==> src/rtl/pipe_acc_core.sv <==
// Three-stage (Fetch / Decode-Read / Execute) accumulator core with synchronous external memories.
// Optional macro PIPE_ACC_FWD_EN: store-to-load forwarding instead of a one-cycle interlock.
module pipe_acc_core #(
  parameter int unsigned DW = 16,
  parameter int unsigned AW = 12
) (
  input  logic          clk1,
  input  logic          rst_n,
  output logic [AW-1:0] imem_addr,
  input  logic [DW-1:0] imem_rdata,
  output logic [AW-1:0] dmem_raddr,
  input  logic [DW-1:0] dmem_rdata,
  output logic          dmem_we,
  output logic [AW-1:0] dmem_waddr,
  output logic [DW-1:0] dmem_wdata,
  output logic [DW-1:0] acc,
  output logic          carry,
  output logic          halted,
  output logic [31:0]   retired
);

  localparam logic [3:0] OpLdi  = 4'h1;
  localparam logic [3:0] OpLda  = 4'h2;
  localparam logic [3:0] OpSta  = 4'h3;
  localparam logic [3:0] OpAdd  = 4'h4;
  localparam logic [3:0] OpJmp  = 4'h5;
  localparam logic [3:0] OpJz   = 4'h6;
  localparam logic [3:0] OpSub  = 4'h7;
  localparam logic [3:0] OpAnd  = 4'h8;
  localparam logic [3:0] OpOr   = 4'h9;
  localparam logic [3:0] OpXor  = 4'hA;
  localparam logic [3:0] OpAddi = 4'hB;
  localparam logic [3:0] OpHlt  = 4'hF;

  logic [AW-1:0] pc_q;
  logic          d_valid_q;
  logic          d_hold_q;
  logic [DW-1:0] d_hold_instr_q;
  logic          e_valid_q;
  logic [DW-1:0] e_instr_q;
  logic [DW-1:0] acc_q, acc_d;
  logic          carry_q, carry_d;
  logic          halted_q;
  logic [31:0]   retired_q;

  logic [DW-1:0] d_instr;
  logic [3:0]    d_op, e_op;
  logic [AW-1:0] d_a, e_a;
  logic [DW-1:0] e_imm, e_mem;
  logic          d_reads, e_sta, e_taken, e_halt, hazard, stall;
  logic [DW:0]   sum_mem, sum_imm, diff_mem;

  // While stalled the imem has already moved on, so D replays its own copy.
  assign d_instr = d_hold_q ? d_hold_instr_q : imem_rdata;
  assign d_op    = d_instr[DW-1:DW-4];
  assign d_a     = d_instr[AW-1:0];
  assign e_op    = e_instr_q[DW-1:DW-4];
  assign e_a     = e_instr_q[AW-1:0];
  assign e_imm   = {{(DW-AW){1'b0}}, e_a};

  assign d_reads = d_valid_q && (d_op == OpLda || d_op == OpAdd || d_op == OpSub ||
                                 d_op == OpAnd || d_op == OpOr  || d_op == OpXor);
  assign e_sta   = e_valid_q && (e_op == OpSta);
  assign e_taken = e_valid_q && ((e_op == OpJmp) || (e_op == OpJz && acc_q == '0));
  assign e_halt  = e_valid_q && (e_op == OpHlt);
  assign hazard  = d_reads && e_sta && (d_a == e_a);

`ifdef PIPE_ACC_FWD_EN
  logic          e_fwd_q;
  logic [DW-1:0] e_fwd_data_q;
  assign stall = 1'b0;
  assign e_mem = e_fwd_q ? e_fwd_data_q : dmem_rdata;
`else
  assign stall = hazard;
  assign e_mem = dmem_rdata;
`endif

  assign imem_addr  = pc_q;
  assign dmem_raddr = d_valid_q ? d_a : '0;
  assign dmem_we    = e_sta;
  assign dmem_waddr = e_sta ? e_a : '0;
  assign dmem_wdata = e_sta ? acc_q : '0;
  assign acc        = acc_q;
  assign carry      = carry_q;
  assign halted     = halted_q;
  assign retired    = retired_q;

  assign sum_mem  = {1'b0, acc_q} + {1'b0, e_mem};
  assign sum_imm  = {1'b0, acc_q} + {1'b0, e_imm};
  // Top bit of the widened difference is the borrow.
  assign diff_mem = {1'b0, acc_q} - {1'b0, e_mem};

  always_comb begin
    acc_d   = acc_q;
    carry_d = carry_q;
    case (e_op)
      OpLdi:   acc_d = e_imm;
      OpLda:   acc_d = e_mem;
      OpAdd:   {carry_d, acc_d} = sum_mem;
      OpSub:   {carry_d, acc_d} = diff_mem;
      OpAnd:   acc_d = acc_q & e_mem;
      OpOr:    acc_d = acc_q | e_mem;
      OpXor:   acc_d = acc_q ^ e_mem;
      OpAddi:  {carry_d, acc_d} = sum_imm;
      default: ;
    endcase
  end

  always_ff @(posedge clk1 or negedge rst_n) begin
    if (!rst_n) begin
      pc_q           <= '0;
      d_valid_q      <= 1'b0;
      d_hold_q       <= 1'b0;
      d_hold_instr_q <= '0;
      e_valid_q      <= 1'b0;
      e_instr_q      <= '0;
      acc_q          <= '0;
      carry_q        <= 1'b0;
      halted_q       <= 1'b0;
      retired_q      <= '0;
`ifdef PIPE_ACC_FWD_EN
      e_fwd_q        <= 1'b0;
      e_fwd_data_q   <= '0;
`endif
    end else if (!halted_q) begin
      if (e_valid_q) begin
        acc_q     <= acc_d;
        carry_q   <= carry_d;
        retired_q <= retired_q + 32'd1;
      end
      if (e_halt) begin
        halted_q  <= 1'b1;
        d_valid_q <= 1'b0;
        d_hold_q  <= 1'b0;
        e_valid_q <= 1'b0;
      end else if (e_taken) begin
        pc_q      <= e_a;
        d_valid_q <= 1'b0;
        d_hold_q  <= 1'b0;
        e_valid_q <= 1'b0;
      end else if (stall) begin
        d_hold_q       <= 1'b1;
        d_hold_instr_q <= d_instr;
        e_valid_q      <= 1'b0;
      end else begin
        pc_q      <= pc_q + AW'(1);
        d_valid_q <= 1'b1;
        d_hold_q  <= 1'b0;
        e_valid_q <= d_valid_q;
        e_instr_q <= d_instr;
`ifdef PIPE_ACC_FWD_EN
        e_fwd_q      <= hazard;
        e_fwd_data_q <= acc_q;
`endif
      end
    end
  end

endmodule
==> config.mk <==
export PLATFORM = sky130hd
export DESIGN_NAME = pipe_acc_core
export DESIGN_NICKNAME = d
export VERILOG_FILES = /design/src/rtl/pipe_acc_core.sv
export SDC_FILE = /design/constraint.sdc
export NUM_CORES = 1
export LEC_CHECK = 0
export ABC_AREA = 1
export CORE_MARGIN = 5
export CORE_UTILIZATION = 54
export CTS_CLUSTER_DIAMETER = 30
export DETAILED_ROUTE_END_ITERATION = 10
export GPL_TIMING_DRIVEN = 0
export PLACE_DENSITY = 0.79
export SLEW_MARGIN = 10
export SYNTH_ARGS = -nofsm -noshare
export SYNTH_HDL_FRONTEND = slang
export SYNTH_SLANG_ARGS = --single-unit
==> constraint.sdc <==
create_clock -name clk1 -period 2.46 [get_ports clk1]
set_input_delay 0.246 -clock clk1 [delete_from_list [all_inputs] [get_ports clk1]]
set_output_delay 0.246 -clock clk1 [all_outputs]
set_load 0.01 [all_outputs]
==> results <==
- Summed over all nets, the switching power comes to 0.00664 W.
- The time the final worst path needs with I/O delays and setup is 2.43 ns.
- The number of design-rule violations left by the first detailed-router iteration is 974.
- The via count of the routed design is 10145.
- The final count of hold timing violations came to 0.
- The number of antenna violations at the first check in global routing is 0.
- In the final layout, the share of cells above drive strength 1 is 7.81%.
- The arrival time reported for the critical path endpoint is 2.19 ns.
- IR analysis of the VDD net gives a maximum drop of 0.000723 V.
- In the final design database the tool counted 1684 nets.
- The final core utilization is 68.2%.
- Once the floorplan was initialized, standard cells occupied 54.6% of the core.
- Between clock sinks in the finished design, the worst skew comes to 0.00756 ns.
- The clock network fraction of total power is 12.0%.
- The pre-CTS setup slack is -0.572 ns.
- The class of the worst hold path is input pin to flip-flop.
- The max-slew headroom at the worst pin is 37.5%.
- The final RePlAce weighted congestion is 0.966.
- The overall routed net length is 31800 um.
- The layout overhead on the synthesized area is 25.1%.
- Across all hold checks on the routed design, the worst slack comes to 0.295 ns.
- Setup slack on the critical path of the routed design comes to 0.0250 ns.
- The slew at the pin closest to its max-slew limit is 0.934 ns.
- The first global-routing pass estimated 50200 um of wire.
- The number of clock sinks is 97.
- Synthesis produced a netlist with a net count of 1531.
- Clock-pin slew was measured on the worst setup and hold paths at 0.07 ns.
- 0 antenna diodes ended up in the layout.
- The floorplan step set the die height to 139 um.
- The reported max-cap violation count is 0.
- A synthesized cell averages 6.29 sq um.
- The share of power burned in combinational logic is 66.0%.
- Based on the critical path, the design can be clocked at up to 411 MHz.
- The number of flip-flops and latches in the synthesized netlist is 97.
- Registers are responsible for 22.0% of the overall power.
- In this run the cell area measured after placement is 0.0106 sq mm.
- The first TritonRoute pass finished after 6 iterations.
- The post-synthesis instance area is 0.00898 sq mm.
- The library cell used as clock root buffer is sky130_fd_sc_hd__clkbuf_16.
- The CTS tree is done.
- The leading cell type in the layout, fill and taps excluded is sky130_fd_sc_hd__nand2_1.
- Power spread over the standard cell area amounts to 1110 mW/mm^2.
- The area of the die is 0.0193 sq mm.
- The highest net fanout along the worst path is 10.
- The number of cell rows is 47.
- Setup repair after global routing could not meet its margin everywhere.
- The average wire per cell in the routed design is 17.6 um.
- In this run switching power makes up 53.3% of total power.
- Entering global routing, the biggest net connects 62 pins.
- For the worst setup path, the data required time is 2.21 ns.
- In the finished design, the share of the clock period the worst path needs comes to 99.0%.
- The worst hold path begins at dmem_rdata[0].
- The total core area is 0.0165 sq mm.
- The number of primary I/O pins is 137.
- The number of design rule violations left after detail routing is 0.
- The post-synthesis cell type count is 41.
- STA classifies the critical path endpoint as an output pin.
- Setup violations remaining at the end of the flow were counted as 0.
- The total global-route track usage is 32.0%.
- Summing the sequential cell areas from Yosys gives 27.0% of the chip area.
- Adding up every negative setup slack in the final design gives 0 ns.
- The run finished with clean final reports.
- Input and output buffers added on the ports amount to 136.
- The number of buffers created by CTS is 9.
- The analysis attributes to cell leakage a power of 6.09 nW.
- The startpoint identified for the worst register-to-register timing path is acc[1]$_DFFE_PN0P_.
- Summed over all layers, the global routing overflow is 0.
- The max-slew violation total from the final report is 0.
- Yosys printed 0 warnings.
- The number of global-route vias before repair is 9633.
- The post-layout instance area is 0.0112 sq mm.
- The worst setup path is of the flip-flop to output pin kind.
- The critical path startpoint category is a flip-flop.
- In this run the worst setup path begins at e_instr_q[15]$_DFFE_PN0P_.
- The count of nets left with antenna violations once routing finished came out at 0.
- The top cell types in the final layout, fill and taps aside, are 483 x sky130_fd_sc_hd__nand2_1, 192 x sky130_fd_sc_hd__inv_1, 134 x sky130_fd_sc_hd__nor2_1, 115 x sky130_fd_sc_hd__clkdlybuf4s50_1, 110 x sky130_fd_sc_hd__nand3_1.
- The internal power consumption is 0.00581 W.
- CTS built an H-tree with a depth of 3.
- Clock latency on the worst-skew pair, taken at its later pin, is 0.35 ns.
- The deepest clock path buffer count is 2.
- Detailed placement ended at an HPWL of 24500 um.
- The via density per instance is 5.61.
- The count of mapped cells out of synthesis is 1429.
- The x dimension of the die is 139 um.
-- Yosys cell counts --
| cell type | number | area share, % |
|---|---|---|
| sky130_fd_sc_hd__clkinv_1 | 1 | 0.042 |
| sky130_fd_sc_hd__o221ai_1 | 1 | 0.098 |
| sky130_fd_sc_hd__a21oi_1 | 41 | 2.3 |
| sky130_fd_sc_hd__buf_4 | 5 | 0.42 |
| sky130_fd_sc_hd__nand3_2 | 2 | 0.22 |
| sky130_fd_sc_hd__nand3b_1 | 5 | 0.42 |
| sky130_fd_sc_hd__ha_1 | 65 | 9.1 |
| sky130_fd_sc_hd__nand3_1 | 111 | 6.2 |
| sky130_fd_sc_hd__o2111ai_1 | 1 | 0.098 |
| sky130_fd_sc_hd__or2_2 | 5 | 0.35 |
| sky130_fd_sc_hd__buf_2 | 6 | 0.33 |
| sky130_fd_sc_hd__nor3b_1 | 1 | 0.084 |
| sky130_fd_sc_hd__dfrtp_1 | 97 | 27 |
| sky130_fd_sc_hd__xnor2_1 | 15 | 1.5 |
| sky130_fd_sc_hd__nand2_2 | 1 | 0.070 |
| sky130_fd_sc_hd__o21bai_1 | 7 | 0.59 |
| sky130_fd_sc_hd__fa_1 | 3 | 0.67 |
| sky130_fd_sc_hd__o21a_1 | 2 | 0.17 |
| sky130_fd_sc_hd__inv_2 | 6 | 0.25 |
| sky130_fd_sc_hd__nor3_2 | 2 | 0.22 |
| sky130_fd_sc_hd__xor2_1 | 32 | 3.1 |
| sky130_fd_sc_hd__o22ai_1 | 22 | 1.5 |
| sky130_fd_sc_hd__nor3_4 | 1 | 0.18 |
| sky130_fd_sc_hd__nand4_1 | 48 | 3.3 |
| sky130_fd_sc_hd__nor3_1 | 25 | 1.4 |
| sky130_fd_sc_hd__o21ai_0 | 45 | 2.5 |
| sky130_fd_sc_hd__inv_1 | 196 | 8.2 |
| sky130_fd_sc_hd__and2_1 | 3 | 0.21 |
| sky130_fd_sc_hd__o21ai_2 | 8 | 0.78 |
| sky130_fd_sc_hd__and3_1 | 1 | 0.070 |
| sky130_fd_sc_hd__buf_6 | 1 | 0.13 |
| sky130_fd_sc_hd__nor2_4 | 1 | 0.13 |
| sky130_fd_sc_hd__o21ai_1 | 4 | 0.22 |
| sky130_fd_sc_hd__o211ai_1 | 2 | 0.17 |
| sky130_fd_sc_hd__nand2_1 | 485 | 20 |
| sky130_fd_sc_hd__nor2_1 | 141 | 5.9 |
| sky130_fd_sc_hd__nor4_1 | 4 | 0.28 |
| sky130_fd_sc_hd__buf_1 | 4 | 0.17 |
| sky130_fd_sc_hd__clkbuf_1 | 25 | 1.0 |
| sky130_fd_sc_hd__a41oi_1 | 1 | 0.098 |
| sky130_fd_sc_hd__a211oi_1 | 3 | 0.25 |
-- kinds of logic after synthesis --
family	synth area share [%]
adders and majority gates	9.72
AOI/OAI and AO/OA	8.79
DFF	27.0
xor gates and xnor gates	4.58
and+or+nand+nor	39.3
buffers and inverters	10.6
-- metrics by stage --
step           total power [W]  instances
3_3_place_gp            0.0103       1785
2_1_floorplan          0.00759       1429
6_report                0.0125       1807
5_1_grt                 0.0135       1807
3_5_place_dp            0.0104       1786
4_1_cts                 0.0120       1798
-- repair_timing --
action | in CTS | in global routing
hold buffers | 1 | 0
endpoints found under the setup margin | 37 | 57
setup buffers | 2 | 13
gates cloned | 0 | 1
endpoints found under the hold margin | 36 | 0
gates resized for setup | 23 | 67
pin swaps | 1 | 3
-- cell type report --
cell class	instances	area (sq um)
multi-input cells	1088	5700
repair buffers	153	1550
repair inverters	1	5.00
plain buffers	29	164
inverters	203	781
fillers	1482	5230
clock inverters	7	83.8
clock buffers	9	225
flip-flops and latches	97	2450
well taps	220	275
-- state kept, by name, summed over array words and instances, names as in the netlist --
name / count
imem_addr: 12
d_hold_q: 1
retired: 32
d_hold_instr_q: 16
e_valid_q: 1
e_instr_q: 16
carry: 1
d_valid_q: 1
halted: 1
acc: 16
-- per-layer routing --
metal / vias up / share of wire [%] / GRT usage [%]
li1: 4876 / - / -
met1: 4607 / 41 / 41.3
met2: 547 / 46 / 51.1
met3: 115 / 8.2 / 5.52
met4: 0 / 5.5 / 17.5
met5: - / 0 / 0
-- worst max-delay path, stage by stage (launching register included) --
cell	delay (ns)
sky130_fd_sc_hd__dfrtp_2	0.44
sky130_fd_sc_hd__nor2_2	0.16
sky130_fd_sc_hd__inv_1	0.10
sky130_fd_sc_hd__nor3_4	0.18
sky130_fd_sc_hd__inv_4	0.12
sky130_fd_sc_hd__buf_4	0.20
sky130_fd_sc_hd__nor2_1	0.09
sky130_fd_sc_hd__clkdlybuf4s50_1	0.54
-- path summary, 6_finish.rpt --
kind,endpoint,slack [ns],cells past startpoint
hold reg to reg,carry$_DFFE_PN0P_,0.48,2
max in group asynchronous,acc[13]$_DFFE_PN0P_,1.33,3
setup / recovery,dmem_wdata[8],0.03,7
min in group asynchronous,d_hold_instr_q[8]$_DFFE_PN0P_,0.41,2
setup reg to reg,acc[12]$_DFFE_PN0P_,0.11,12
hold / removal,acc[0]$_DFFE_PN0P_,0.29,3
-- power groups by stage --
stage               clock network, W  registers, W  logic, W
floorplan                          0       0.00259   0.00500
global route                 0.00158       0.00279   0.00908
global placement                   0       0.00270   0.00760
detailed placement                 0       0.00270   0.00769
finish                       0.00150       0.00274   0.00822
CTS                          0.00151       0.00270   0.00781
(Power assumes the default switching activity.)
